===== src/rtl/txn_scheduler_if.sv =====
// Requester and balance-memory signal bundle for txn_scheduler.
// slave = the scheduler itself, master = terminals plus balance store.
interface txn_scheduler_if #(
   parameter int NREQ = 2
) ();
   logic [NREQ-1:0]    req;
   logic [2*NREQ-1:0]  op;
   logic [4*NREQ-1:0]  src_idx;
   logic [4*NREQ-1:0]  dst_idx;
   logic [11*NREQ-1:0] amount;
   logic [NREQ-1:0]    gnt;
   logic [NREQ-1:0]    done;
   logic [2:0]         resp_code;
   logic [15:0]        resp_balance;
   logic               busy;
   logic               mem_rd;
   logic               mem_wr;
   logic [3:0]         mem_addr;
   logic [15:0]        mem_wdata;
   logic [15:0]        mem_rdata;

   modport slave (
      input  req, op, src_idx, dst_idx, amount, mem_rdata,
      output gnt, done, resp_code, resp_balance, busy,
             mem_rd, mem_wr, mem_addr, mem_wdata
   );

   modport master (
      output req, op, src_idx, dst_idx, amount, mem_rdata,
      input  gnt, done, resp_code, resp_balance, busy,
             mem_rd, mem_wr, mem_addr, mem_wdata
   );
endinterface


===== src/rtl/txn_scheduler.sv =====
// Round-robin transaction scheduler doing atomic read-modify-write on a shared balance memory.
// Optional per-debit fee is enabled by defining TXN_FEE_EN.
module txn_scheduler #(
   parameter int NREQ = 2,
   parameter int NACC = 10,
   parameter int FEE  = 2
) (
   input  logic          clk,
   input  logic          rst_n,
   txn_scheduler_if.slave bus
);

   localparam int PW = (NREQ > 2) ? 2 : 1;

   localparam logic [1:0] OP_BAL = 2'd0;
   localparam logic [1:0] OP_WD  = 2'd1;
   localparam logic [1:0] OP_DEP = 2'd2;
   localparam logic [1:0] OP_XFR = 2'd3;

   localparam logic [2:0] RC_OK       = 3'd0;
   localparam logic [2:0] RC_BAD_IDX  = 3'd1;
   localparam logic [2:0] RC_NO_FUNDS = 3'd2;
   localparam logic [2:0] RC_OVERFLOW = 3'd3;
   localparam logic [2:0] RC_SAME_ACC = 3'd4;

`ifdef TXN_FEE_EN
   localparam bit FEE_ON = 1'b1;
`else
   localparam bit FEE_ON = 1'b0;
`endif
   localparam logic [16:0] FEE_AMT = FEE_ON ? 17'(FEE) : 17'd0;

   typedef enum logic [2:0] {
      ST_IDLE, ST_RD_SRC, ST_RD_DST, ST_EXEC, ST_WR_SRC, ST_WR_DST, ST_RESP
   } state_t;

   state_t            state_r;
   logic [PW-1:0]     rr_ptr_r;
   logic [PW-1:0]     win_r;
   logic [1:0]        op_r;
   logic [3:0]        src_r;
   logic [3:0]        dst_r;
   logic [10:0]       amt_r;
   logic [15:0]       src_bal_r;
   logic [15:0]       new_src_r;
   logic [15:0]       new_dst_r;
   logic [NREQ-1:0]   gnt_r;
   logic [NREQ-1:0]   done_r;
   logic [2:0]        resp_code_r;
   logic [15:0]       resp_balance_r;
   logic              busy_r;

   logic [1:0]        op_a_s  [NREQ];
   logic [3:0]        src_a_s [NREQ];
   logic [3:0]        dst_a_s [NREQ];
   logic [10:0]       amt_a_s [NREQ];

   logic              found_s;
   logic [PW-1:0]     cand_s;
   logic [PW-1:0]     win_s;
   logic [PW-1:0]     nxt_ptr_s;

   logic              src_ok_s;
   logic              dst_ok_s;
   logic [16:0]       debit_s;
   logic [15:0]       credit_base_s;
   logic [16:0]       sum_s;
   logic [2:0]        code_s;
   logic [15:0]       new_src_s;

   function automatic logic [NREQ-1:0] onehot(input logic [PW-1:0] idx);
      return {{(NREQ-1){1'b0}}, 1'b1} << idx;
   endfunction

   for (genvar g = 0; g < NREQ; g++) begin : g_unpack
      assign op_a_s[g]  = bus.op[2*g +: 2];
      assign src_a_s[g] = bus.src_idx[4*g +: 4];
      assign dst_a_s[g] = bus.dst_idx[4*g +: 4];
      assign amt_a_s[g] = bus.amount[11*g +: 11];
   end

   // Pick the first requester at or after the round-robin pointer.
   always_comb begin
      found_s = 1'b0;
      cand_s  = '0;
      win_s   = '0;
      for (int k = 0; k < NREQ; k++) begin
         cand_s = PW'((int'(rr_ptr_r) + k) % NREQ);
         if (!found_s && bus.req[cand_s]) begin
            found_s = 1'b1;
            win_s   = cand_s;
         end else begin
            found_s = found_s;
         end
      end
      nxt_ptr_s = PW'((int'(win_s) + 1) % NREQ);
   end

   // Error evaluation and new balances, meaningful in EXEC (mem_rdata then holds dst balance).
   always_comb begin
      src_ok_s      = ({1'b0, src_r} < 5'(NACC));
      dst_ok_s      = ({1'b0, dst_r} < 5'(NACC));
      if (op_r == OP_WD || op_r == OP_XFR) begin
         debit_s = 17'(amt_r) + FEE_AMT;
      end else begin
         debit_s = 17'(amt_r);
      end
      credit_base_s = (op_r == OP_XFR) ? bus.mem_rdata : src_bal_r;
      sum_s         = 17'(credit_base_s) + 17'(amt_r);

      if (!src_ok_s || (op_r == OP_XFR && !dst_ok_s)) begin
         code_s = RC_BAD_IDX;
      end else if (op_r == OP_XFR && src_r == dst_r) begin
         code_s = RC_SAME_ACC;
      end else if ((op_r == OP_WD || op_r == OP_XFR) && debit_s > 17'(src_bal_r)) begin
         code_s = RC_NO_FUNDS;
      end else if ((op_r == OP_DEP || op_r == OP_XFR) && sum_s[16]) begin
         code_s = RC_OVERFLOW;
      end else begin
         code_s = RC_OK;
      end

      case (op_r)
         OP_WD, OP_XFR: new_src_s = src_bal_r - debit_s[15:0];
         OP_DEP:        new_src_s = sum_s[15:0];
         default:       new_src_s = src_bal_r;
      endcase
   end

   // Main sequencer: arbitration, read-modify-write stepping and registered responses.
   always_ff @(posedge clk) begin
      if (!rst_n) begin
         state_r        <= ST_IDLE;
         rr_ptr_r       <= '0;
         win_r          <= '0;
         op_r           <= 2'd0;
         src_r          <= 4'd0;
         dst_r          <= 4'd0;
         amt_r          <= 11'd0;
         src_bal_r      <= 16'd0;
         new_src_r      <= 16'd0;
         new_dst_r      <= 16'd0;
         gnt_r          <= '0;
         done_r         <= '0;
         resp_code_r    <= 3'd0;
         resp_balance_r <= 16'd0;
         busy_r         <= 1'b0;
      end else begin
         case (state_r)
            ST_IDLE: begin
               done_r <= '0;
               if (found_s) begin
                  win_r    <= win_s;
                  op_r     <= op_a_s[win_s];
                  src_r    <= src_a_s[win_s];
                  dst_r    <= dst_a_s[win_s];
                  amt_r    <= amt_a_s[win_s];
                  rr_ptr_r <= nxt_ptr_s;
                  gnt_r    <= onehot(win_s);
                  busy_r   <= 1'b1;
                  state_r  <= ST_RD_SRC;
               end else begin
                  gnt_r    <= '0;
                  busy_r   <= 1'b0;
                  state_r  <= ST_IDLE;
               end
            end
            ST_RD_SRC: begin
               gnt_r   <= '0;
               state_r <= ST_RD_DST;
            end
            ST_RD_DST: begin
               src_bal_r <= bus.mem_rdata;
               state_r   <= ST_EXEC;
            end
            ST_EXEC: begin
               new_src_r <= new_src_s;
               new_dst_r <= sum_s[15:0];
               if (code_s != RC_OK || op_r == OP_BAL) begin
                  done_r      <= onehot(win_r);
                  resp_code_r <= code_s;
                  if (code_s == RC_BAD_IDX) begin
                     resp_balance_r <= 16'd0;
                  end else if (code_s == RC_OK) begin
                     resp_balance_r <= new_src_s;
                  end else begin
                     resp_balance_r <= src_bal_r;
                  end
                  state_r <= ST_RESP;
               end else begin
                  state_r <= ST_WR_SRC;
               end
            end
            ST_WR_SRC: begin
               if (op_r == OP_XFR) begin
                  state_r <= ST_WR_DST;
               end else begin
                  done_r         <= onehot(win_r);
                  resp_code_r    <= RC_OK;
                  resp_balance_r <= new_src_r;
                  state_r        <= ST_RESP;
               end
            end
            ST_WR_DST: begin
               done_r         <= onehot(win_r);
               resp_code_r    <= RC_OK;
               resp_balance_r <= new_src_r;
               state_r        <= ST_RESP;
            end
            ST_RESP: begin
               done_r  <= '0;
               busy_r  <= 1'b0;
               state_r <= ST_IDLE;
            end
            default: begin
               gnt_r   <= '0;
               done_r  <= '0;
               busy_r  <= 1'b0;
               state_r <= ST_IDLE;
            end
         endcase
      end
   end

   // Memory strobes decode from state; held low while reset is asserted so an abandoned op writes nothing.
   always_comb begin
      bus.mem_rd    = 1'b0;
      bus.mem_wr    = 1'b0;
      bus.mem_addr  = 4'd0;
      bus.mem_wdata = 16'd0;
      if (rst_n) begin
         case (state_r)
            ST_RD_SRC: begin
               if (src_ok_s) begin
                  bus.mem_rd   = 1'b1;
                  bus.mem_addr = src_r;
               end else begin
                  bus.mem_rd   = 1'b0;
               end
            end
            ST_RD_DST: begin
               if (op_r == OP_XFR && dst_ok_s) begin
                  bus.mem_rd   = 1'b1;
                  bus.mem_addr = dst_r;
               end else begin
                  bus.mem_rd   = 1'b0;
               end
            end
            ST_WR_SRC: begin
               bus.mem_wr    = 1'b1;
               bus.mem_addr  = src_r;
               bus.mem_wdata = new_src_r;
            end
            ST_WR_DST: begin
               bus.mem_wr    = 1'b1;
               bus.mem_addr  = dst_r;
               bus.mem_wdata = new_dst_r;
            end
            default: begin
               bus.mem_rd = 1'b0;
            end
         endcase
      end else begin
         bus.mem_rd = 1'b0;
      end
   end

   assign bus.gnt          = gnt_r;
   assign bus.done         = done_r;
   assign bus.resp_code    = resp_code_r;
   assign bus.resp_balance = resp_balance_r;
   assign bus.busy         = busy_r;

endmodule


===== src/flat_wrapper.sv =====
// flat-port wrapper written by rule: the top's interface ports become plain ports
module txn_scheduler_flat 
#(
   parameter int NREQ = 2,
   parameter int NACC = 10,
   parameter int FEE  = 2
)
  (clk, rst_n, bus_req, bus_op, bus_src_idx, bus_dst_idx, bus_amount, bus_mem_rdata, bus_gnt, bus_done, bus_resp_code, bus_resp_balance, bus_busy, bus_mem_rd, bus_mem_wr, bus_mem_addr, bus_mem_wdata);
  txn_scheduler_if #(.NREQ(NREQ)) bus_i ();
  input  logic clk;
  input  logic rst_n;
  input wire logic [$bits(bus_i.req)-1:0] bus_req;
  input wire logic [$bits(bus_i.op)-1:0] bus_op;
  input wire logic [$bits(bus_i.src_idx)-1:0] bus_src_idx;
  input wire logic [$bits(bus_i.dst_idx)-1:0] bus_dst_idx;
  input wire logic [$bits(bus_i.amount)-1:0] bus_amount;
  input wire logic [$bits(bus_i.mem_rdata)-1:0] bus_mem_rdata;
  output wire logic [$bits(bus_i.gnt)-1:0] bus_gnt;
  output wire logic [$bits(bus_i.done)-1:0] bus_done;
  output wire logic [$bits(bus_i.resp_code)-1:0] bus_resp_code;
  output wire logic [$bits(bus_i.resp_balance)-1:0] bus_resp_balance;
  output wire logic [$bits(bus_i.busy)-1:0] bus_busy;
  output wire logic [$bits(bus_i.mem_rd)-1:0] bus_mem_rd;
  output wire logic [$bits(bus_i.mem_wr)-1:0] bus_mem_wr;
  output wire logic [$bits(bus_i.mem_addr)-1:0] bus_mem_addr;
  output wire logic [$bits(bus_i.mem_wdata)-1:0] bus_mem_wdata;
  assign bus_i.req = bus_req;
  assign bus_i.op = bus_op;
  assign bus_i.src_idx = bus_src_idx;
  assign bus_i.dst_idx = bus_dst_idx;
  assign bus_i.amount = bus_amount;
  assign bus_i.mem_rdata = bus_mem_rdata;
  assign bus_gnt = bus_i.gnt;
  assign bus_done = bus_i.done;
  assign bus_resp_code = bus_i.resp_code;
  assign bus_resp_balance = bus_i.resp_balance;
  assign bus_busy = bus_i.busy;
  assign bus_mem_rd = bus_i.mem_rd;
  assign bus_mem_wr = bus_i.mem_wr;
  assign bus_mem_addr = bus_i.mem_addr;
  assign bus_mem_wdata = bus_i.mem_wdata;
  txn_scheduler #(.NREQ(NREQ), .NACC(NACC), .FEE(FEE)) u_core (.clk(clk), .rst_n(rst_n), .bus(bus_i));
endmodule

===== config.mk =====
export PLATFORM = sky130hd
export DESIGN_NAME = txn_scheduler_flat
export DESIGN_NICKNAME = d
export VERILOG_FILES = /design/src/rtl/txn_scheduler_if.sv /design/src/rtl/txn_scheduler.sv /design/src/flat_wrapper.sv
export SDC_FILE = /design/constraint.sdc
export NUM_CORES = 1
export LEC_CHECK = 0
export BUFFER_PORTS_ARGS = -buffer_cell sky130_fd_sc_hd__buf_2
export CAP_MARGIN = 0
export CORE_MARGIN = 2
export CORE_UTILIZATION = 30
export DETAILED_ROUTE_END_ITERATION = 7
export PLACE_DENSITY = 0.47
export SLEW_MARGIN = 20
export SYNTH_ARGS = -nofsm -noshare
export SYNTH_HDL_FRONTEND = slang
export SYNTH_SLANG_ARGS = --single-unit

===== constraint.sdc =====
create_clock -name clk -period 9.89 [get_ports clk]
set_input_delay 1.4835 -clock clk [delete_from_list [all_inputs] [get_ports clk]]
set_output_delay 1.4835 -clock clk [all_outputs]
set_load 0.01 [all_outputs]

# Word level (Yosys, flattened, before mapping)
# Cells that the tools add are included.
# classes
add_sub_neg,4
n_lt_le_gt_ge,6
eq_ne,13
shifts,2
mux,57
bitwise_logic,2
reduce_logical,26
# op_table
op,n
$mux 16,6
$pmux 16 s2,2
$pmux 16 s3,1
$mux 4,9
$mux 11,3
$mux 2,9
$pmux 3 s6,1
$add 16x11->17,1
$gt 11x16->1,1
$pmux 4 s4,1
$sub 16x11->16,1
$mux 1,15
$mux 3,5
$reduce_or 5->1,2
$eq 3x3->1 const B,3
$pmux 3 s3,1
$lt 4x4->1 const B,2
$pmux 2 s4,1
$eq 3x1->1 const B,2
$eq 3x2->1 const B,2
$logic_and 1x1->1,6
$logic_not 3->1,2
$reduce_and 3->1,2
$reduce_bool 3->1,2
other kinds (18),30
# totals
regBits,98
input_bits,62
out_inout_bits,46

# Logic depth before layout (Yosys ltp)
# Gate-level depths: netlist (run 1).
# logic_depth
word_depth,13
mapped_depth,18

# Worst setup path before layout (run 1)
# OpenSTA, ideal clock, no wires.
# synth_path
path_type,in2reg
from,in bus_mem_rdata[0]
to,"reg u_core.resp_balance_r[10], in the netlist u_core.bus.resp_balance[10]"
arrival_time_ns,3.827
slack_ns,5.937
cell_stages,15
n_path_buf,2
path_cell_list,nand2_1 > o21ai_0 > ha_1 > inv_1 > fa_1 > nand2b_1 > a211oi_1 > o21ai_0 > a21oi_2 > or3_1 > buf_6 > buf_8 > nor3_2 > o31ai_2 > a31oi_1
# synth_via
elab_chain_len,12
elab_cells_between_ends,18
# synth_lines
element,line,source
start: declaration,flat_wrapper.sv:17,input wire logic [$bits(bus_i.mem_rdata)-1:0] bus_mem_rdata;
$mux 16 (*),txn_scheduler.sv:108,credit_base_s = (op_r == OP_XFR) ? bus.mem_rdata : src_bal_r;
$add 16x11->17 (*),txn_scheduler.sv:109,sum_s = 17'(credit_base_s) + 17'(amt_r);
$logic_and 1x1->1,txn_scheduler.sv:117,end else if ((op_r == OP_DEP || op_r == OP_XFR) && sum_s[16]) begin
$mux 2,txn_scheduler.sv:117,
$mux 3,txn_scheduler.sv:115,end else if ((op_r == OP_WD || op_r == OP_XFR) && debit_s > 17'(src_bal_r)) begin
$mux 3,txn_scheduler.sv:113,end else if (op_r == OP_XFR && src_r == dst_r) begin
$mux 3,txn_scheduler.sv:111,if (!src_ok_s || (op_r == OP_XFR && !dst_ok_s)) begin
$logic_not 3->1,txn_scheduler.sv:184,end else if (code_s == RC_OK) begin
$mux 16,txn_scheduler.sv:184,
$mux 16,txn_scheduler.sv:182,if (code_s == RC_BAD_IDX) begin
$mux 16,txn_scheduler.sv:179,if (code_s != RC_OK || op_r == OP_BAL) begin
$pmux 16 s3,txn_scheduler.sv:149,case (state_r)
end signal: assignment,txn_scheduler.sv:185,resp_balance_r <= new_src_s;
end signal: assignment,txn_scheduler.sv:187,resp_balance_r <= src_bal_r;
end signal: assignment,txn_scheduler.sv:200,resp_balance_r <= new_src_r;
end: declaration,txn_scheduler.sv:50,logic [15:0] resp_balance_r;
# Every way passes the cells marked *; elsewhere a longest branch is shown, timed or not. The select of a mux whose other input is x is not followed.
# A chain may end at the register's enable or synchronous reset.

# Worst setup path in the final report (run 1)
# layout_path
from,reg u_core.op_r[0]
to,"reg u_core.resp_balance_r[11], in the netlist u_core.bus.resp_balance[11]"
# layout_via
elab_chain_len,13
elab_cells_between_ends,30
# layout_lines
element,line,source
start: declaration,txn_scheduler.sv:40,logic [1:0] op_r;
start signal: assignment,txn_scheduler.sv:154,op_r <= op_a_s[win_s];
$eq 2x2->1,--,
$mux 16,txn_scheduler.sv:108,
$add 16x11->17,txn_scheduler.sv:109,
$logic_and 1x1->1,txn_scheduler.sv:117,
$mux 2,txn_scheduler.sv:117,
$mux 3,txn_scheduler.sv:115,
$mux 3,txn_scheduler.sv:113,
$mux 3,txn_scheduler.sv:111,
$logic_not 3->1,txn_scheduler.sv:184,
$mux 16,txn_scheduler.sv:184,
$mux 16,txn_scheduler.sv:182,
$mux 16,txn_scheduler.sv:179,
$pmux 16 s3,txn_scheduler.sv:149,
# Several ways; a longest one is shown, not always the timed one. The select of a mux whose other input is x is not followed.

==> qor.yml, run 1 <==
route:
  wl_microns: 20400
  ant_nets: 0
  firstDrtPassIters: 5
  vias: 5969
  drt-vias-per-instance: 5.17
  drc: 0
  routedWlPerCell_microns: 17.6
  drt_iter0_markers: 435
place:
  port_buffers: 107
  dpl_cell_area_sq_um: 6940
  gp_congestion: 0.836
  place_ws_ps: 4790
  numPlacedInstances: 1139
  dp_hpwl_microns: 15200
sta:
  min_period_ps: 5080
  setup_viol: 0
  clock_skew_ps: 8.89
  timing.setup.tns_ps: 0
  rsz0062_at_grt: "false"
  maxSlewHeadroom: 0.284
  maxSlewViolCount: 0
  finalHoldViolCount: 0
  fin_crit_sh: 0.513
  fin_ws_ps: 4810
  tightestPinTransition_ps: 1070
  fmax_mhz: 197
cts:
  clk_pin_slew_ps: 70
  cts_setup_buffers: 0
  clockBufferDepth: 2
  post_cts_resized: 0
  root_buffer: "clkbuf_16"
  cts_tree: "built"
  clk_latency_ps: 360
  hold_buffers: 0
  cts_buffers: 9
  h-tree-depth: 3
  clock_sinks: 98
yosys:
  synth_most_common_cell: "nand2_1"
  synth_edf_count: 0
  yosys.cell_types.count: 72
  syn-instance-count: 805
  yosysTopAreaCell: "dfxtp_1"
  ys_top_cells_by_area: "dfxtp_1 31%, nand2_1 7.2%, a21oi_1 6.4%, mux2i_1 5.6%, nor2_1 5.3%"
  netlist_area_sq_um: 6250
  synth_ff_type: "dfxtp_1"
  ys_seq_elements: 98
  syn_nets: 891
  synth_seq_area_share: 0.314
  synth_common_cells: "120 x nand2_1, 98 x dfxtp_1, 89 x nor2_1"
  syn_area_per_cell_sq_um: 7.77
  synth_top_area_frac: 0.314
  synth-async-reset-ratio: 0
  ys_warn_count: 0
setup_path:
  cp.arrival_ps: 5350
  reg2reg_depth: 15
  critPathLaunchType: "flop"
  critical-path-top-delay-family: "compound AO/OA/AOI/OAI gates"
  path_common_cell: "o21ai_0"
  crit_slowest_cell: "o221ai_4"
  required_ps: 10170
  critPathKind: "flop to flop"
  critPathBufInv: 2
  cp_max_fo: 39
  path_cells: "buf_4 -> and2_1 -> nand2_1 -> o21ai_0 -> ha_1 -> inv_1 -> fa_1 -> nand2b_1 -> a211oi_1 -> o21ai_0 -> a21oi_2 -> nor3_4 -> o221ai_4 -> o2111ai_1 -> o211ai_1"
  path_depth: 15
  rr_startpoint: "u_core.op_r[0]"
  end_kind: "flop"
  setup.worst_path.start: "u_core.op_r[0]"
  max_stage_delay_ps: 880
floorplan:
  start_util: 0.307
  die-area_sq_um: 22000
  die_w_microns: 148
  num_rows: 52
  die_y_microns: 148
  core_area_sq_um: 20400
  pin_count: 108
grt:
  antenna_found_initial: 0
  globalRoute.totalOverflow: 0
  grt.total_usage: 0.184
  grt_pass1_vias: 5312
  grt_max_degree: 72
  grt_pass1_wl_microns: 31600
run_status:
  status: "completed"
final_layout:
  instances_no_fill: 1154
  antenna_cells: 0
  final_cell_area_sq_um: 7250
  drive_gt1_frac: 0.189
  final_core_util: 0.356
  syn_to_final_growth_pct: 15.9
  fin_nets: 966
  fillCellCount: 2197
pwr:
  ir_drop_mv: 0.0889
  p_leak_nw: 2.88
  p_per_area_nw_per_um2: 183
  p_switching_uw: 494
  p_clk_frac: 0.290
  p_sw_frac: 0.372
  combPwrFrac: 0.353
  p_seq_frac: 0.357
  p_int_uw: 833
min_path:
  hold_class: "flop to flop"
  min_from: "u_core.bus.done[0]"
  min_path_cells: 2
run:
  drv_cap: 0
[power groups by stage]
stage	Clock (mW)	Combinational, mW	Sequential, mW
after floorplan	0	0.344	0.472
after global placement	0	0.463	0.483
after detailed placement	0	0.464	0.483
after CTS	0.394	0.466	0.473
after global routing	0.408	0.520	0.479
final	0.384	0.469	0.474
[area by class of cell]
class | instances | area [sq um] | area share
flip-flops and latches | 98 | 1960 | 0.271
inverters | 31 | 116 | 0.0161
multi-input cells | 623 | 3910 | 0.540
repair buffers | 117 | 611 | 0.0843
well taps | 270 | 338 | 0.0466
clock inverters | 5 | 78.8 | 0.0109
clock buffers | 10 | 229 | 0.0316
[state kept, by name, summed over array words and instances, names as in the netlist]
signal                   flops
u_core.bus.resp_balance     16
u_core.state_r               3
u_core.new_src_r            16
u_core.op_r                  2
u_core.win_r                 1
u_core.bus.resp_code         3
u_core.bus.gnt               2
u_core.src_bal_r            16
u_core.amt_r                11
u_core.bus.done              2
u_core.src_r                 4
u_core.bus.busy              1
u_core.rr_ptr_r              1
u_core.new_dst_r            16
u_core.dst_r                 4
[worst min-delay path, delay by kind of cell (launching register included)]
family	cells	cell delay (ps)
simple gates	1	50
compound gates	1	50
flops	1	310
[worst paths after layout]
| path | end | slack (ps) |
|---|---|---|
| max | u_core.bus.resp_balance[11] | 4810 |
| max reg2reg | u_core.bus.resp_balance[11] | 4810 |
| min reg2reg | u_core.bus.done[0] | 450 |
| min | u_core.bus.done[0] | 450 |
[per-layer routing]
layer	wire length (microns)	global-route usage	vias to the layer above
met1	11000	0.291	2772
met5	0	0	-
met3	858	0.0279	10
met4	172	0.0386	0
met2	8360	0.259	148
li1	-	-	3039
[cells in the final DEF (no fill, tap or decap), types with 3 or more instances in the layout]
cell	netlist	final
and2_1	5	5
a21o_1	3	3
nor3_1	16	14
mux2_2	17	17
dfxtp_1	98	98
nor2_1	89	89
buf_2	2	107
nand4_1	4	4
nand3_1	15	15
mux2i_1	35	35
nand2_1	120	120
o21a_1	6	6
buf_4	4	10
a31oi_1	16	16
nand2b_1	6	6
a22oi_1	13	13
inv_1	29	29
o21ai_0	34	33
nor2b_1	4	4
clkbuf_16	0	9
xnor2_1	16	16
or3_1	4	4
ha_1	22	22
a211oi_1	23	23
xor2_1	7	7
o21ai_1	19	20
o211ai_1	6	6
a221oi_1	3	3
a21oi_1	80	80
a222oi_1	12	12
[kinds of logic (layout without fill, tap and decap cells)]
logic type	count (synthesis)	count (layout)	share of synthesized area
adders and majority gates	24	24	0.0504
xor gates and xnor gates	23	23	0.0322
buffers and inverters	84	163	0.0630
muxes	52	52	0.0867
and+or+nand+nor	279	279	0.198
DFF	98	98	0.314
AOI/OAI and AO/OA	245	245	0.256
[per-stage QoR]
stage / power, mW / hold slack, ps
after floorplan: 0.816 / 432
after CTS: 1.33 / 450
after global routing: 1.41 / 468
after detailed placement: 0.947 / 441
final: 1.33 / 446
after global placement: 0.946 / 438
Power figures use the tool's default switching activity.
==> run 2, diff against run 1 <==
--- a/config.mk
+++ b/config.mk
@@ -10,7 +10,7 @@
 export CORE_MARGIN = 2
 export CORE_UTILIZATION = 30
 export DETAILED_ROUTE_END_ITERATION = 7
-export PLACE_DENSITY = 0.47
+export PLACE_DENSITY = 0.49
 export SLEW_MARGIN = 20
 export SYNTH_ARGS = -nofsm -noshare
 export SYNTH_HDL_FRONTEND = slang
==> constraint.sdc (replaced) <==
create_clock -name clk -period 4.6 [get_ports clk]
set_input_delay 0.69 -clock clk [delete_from_list [all_inputs] [get_ports clk]]
set_output_delay 0.69 -clock clk [all_outputs]
set_load 0.01 [all_outputs]
==> qor.yml, run 2 (synthesis results as in run 1) <==
run_status:
  status: "completed"
setup_path:
  crit_slowest_cell: "nor3_4"
  path_cells: "and2_1 -> buf_4 -> mux2_2 -> ha_1 -> a21oi_2 -> nand2_1 -> o21ai_0 -> a21oi_2 -> nor3_4 -> o221ai_4 -> buf_4 -> o21ai_1 -> a21oi_1"
  max_stage_delay_ps: 640  # -240 ps
  end_kind: "flop"
  required_ps: 4810  # -5360 ps
  cp.arrival_ps: 4340  # -1010 ps
  critPathKind: "flop to flop"
  critPathLaunchType: "flop"
  cp_max_fo: 27  # -31%
sta:
  rsz0062_at_grt: "false"
  min_period_ps: 4130  # -948 ps
  timing.setup.tns_ps: 0  # unchanged
  tightestPinTransition_ps: 884  # -189 ps
  maxSlewViolCount: 0  # unchanged
  maxSlewHeadroom: 0.410  # +0.126
  fin_crit_sh: 0.897  # +0.384
  finalHoldViolCount: 0  # unchanged
  setup_viol: 0  # unchanged
  whs_ps: 451  # +4.21 ps
  clock_skew_ps: 6.24  # -2.65 ps
  fmax_mhz: 242  # +23%
final_layout:
  fillCellCount: 2164  # -1.5%
  final_cell_area_sq_um: 7270  # +0.28%
  antenna_cells: 0  # unchanged
  fin_nets: 969  # +0.31%
  syn_to_final_growth_pct: 16.2
  final_cell_mix: "120 x nand2_1, 107 x buf_2, 98 x dfxtp_1, 88 x nor2_1, 80 x a21oi_1"
  mostFrequentLayoutCell: "nand2_1"
  drive_gt1_frac: 0.193  # +0.00387
  final_core_util: 0.357  # +0.000983
floorplan:
  die_y_microns: 148  # unchanged
  die-area_sq_um: 22000  # unchanged
  core_area_sq_um: 20400  # unchanged
  num_rows: 52  # unchanged
  pin_count: 108  # unchanged
  die_w_microns: 148  # unchanged
  start_util: 0.307  # unchanged
place:
  port_buffers: 107  # unchanged
  dpl_cell_area_sq_um: 6960  # +0.27%
  dp_hpwl_microns: 15000  # -1.3%
  gp_congestion: 0.880  # +5.3%
cts:
  hold_buffers: 0  # unchanged
  clockBufferDepth: 2  # unchanged
  cts_tree: "built"
  post_cts_resized: 0  # unchanged
  cts_buffers: 9  # unchanged
  root_buffer: "clkbuf_16"
  clk_latency_ps: 350  # about the same
  h-tree-depth: 3  # unchanged
  cts_setup_buffers: 0  # unchanged
  clock_sinks: 98  # unchanged
  clk_pin_slew_ps: 70  # about the same
pwr:
  p_leak_nw: 2.89  # +0.25%
  p_per_area_nw_per_um2: 390  # +110%
  ir_drop_mv: 0.208  # +130%
route:
  firstDrtPassIters: 5  # unchanged
  ant_nets: 0  # unchanged
  drt-vias-per-instance: 5.12  # -1.1%
  drt_iter0_markers: 482  # +11%
  routedWlPerCell_microns: 17.2  # -2.6%
  vias: 5920  # -0.82%
  drc: 0  # unchanged
  wl_microns: 19900  # -2.4%
grt:
  grt.total_usage: 0.180  # -0.00378
  antenna_found_initial: 0  # unchanged
  globalRoute.totalOverflow: 0  # unchanged
  grt_pass1_vias: 5337  # +0.47%
  grt_pass1_wl_microns: 31000  # -1.9%
  grt_max_degree: 39  # -46%
run:
  drv_cap: 0  # unchanged
min_path:
  hold_class: "flop to flop"
## run 2: cell types whose count changed in the layout (fill, tap and decap cells not counted)
cell        previous run  this run
clkinv_2               2         1
nor2_1                89        88
nor3_2                 2         3
nor3_4                 2         1
clkinvlp_4             0         2
nor2_2                 2         3
inv_6                  1         0
buf_4                 10        13
## run 2: final timing paths
| path | slack (ps) | to | depth (start not counted) | startpoint |
|---|---|---|---|---|
| worst max register to register | 470 | u_core.bus.resp_balance[5] | 13 | u_core.op_r[1] |
| worst max-delay path | 470 | u_core.bus.resp_balance[5] | 13 | u_core.op_r[1] |
| worst min-delay path | 450 | u_core.bus.done[0] | 2 | u_core.bus.done[0] |
| worst min register to register | 450 | u_core.bus.done[0] | 2 | u_core.bus.done[0] |
## run 2: final cells by class
type / instances / area (sq um) / area share
inverters: 31 / 116 / 0.0160
well taps: 270 / 338 / 0.0465
flip-flops and latches: 98 / 1960 / 0.270
clock buffers: 10 / 229 / 0.0315
clock inverters: 5 / 80.1 / 0.0110
repair buffers: 120 / 633 / 0.0871
multi-input cells: 623 / 3910 / 0.538
## run 2: layer usage
layer,GRT usage,vias to the layer above,share of wire,wire length (microns)
met2,0.253,156,0.40,8020
li1,-,3040,-,-
met1,0.286,2713,0.54,10700
met5,0,-,0,0
met3,0.0304,11,0.048,959
met4,0.0329,0,0.0079,157
## run 2: stage by stage
stage / instances / setup slack [ps] / power (mW)
after floorplan: 805 / 786 / 1.76
after global placement: 1142 / 555 / 2.03
after detailed placement: 1142 / 469 / 2.02
after CTS: 1157 / 458 / 2.85
after global routing: 1157 / 7.79 / 3.01
final: 1157 / 472 / 2.83
## run 2: report_power, final
group	internal, mW	total (mW)	switching, mW	leakage [nW]
combinational	0.387	0.997	0.610	1.95
clock	0.473	0.815	0.341	0.145
sequential	0.932	1.02	0.0871	0.799
## run 2: critical path, delay by kind of cell (launching register included)
family | cells | cell delay (ps)
AND/OR/NAND/NOR | 3 | 980
adder cells (fa/ha/maj) | 1 | 360
buffers and inverters | 2 | 550
AO/OA/AOI/OAI | 6 | 1410
multiplexers | 1 | 350
flip-flops | 1 | 330
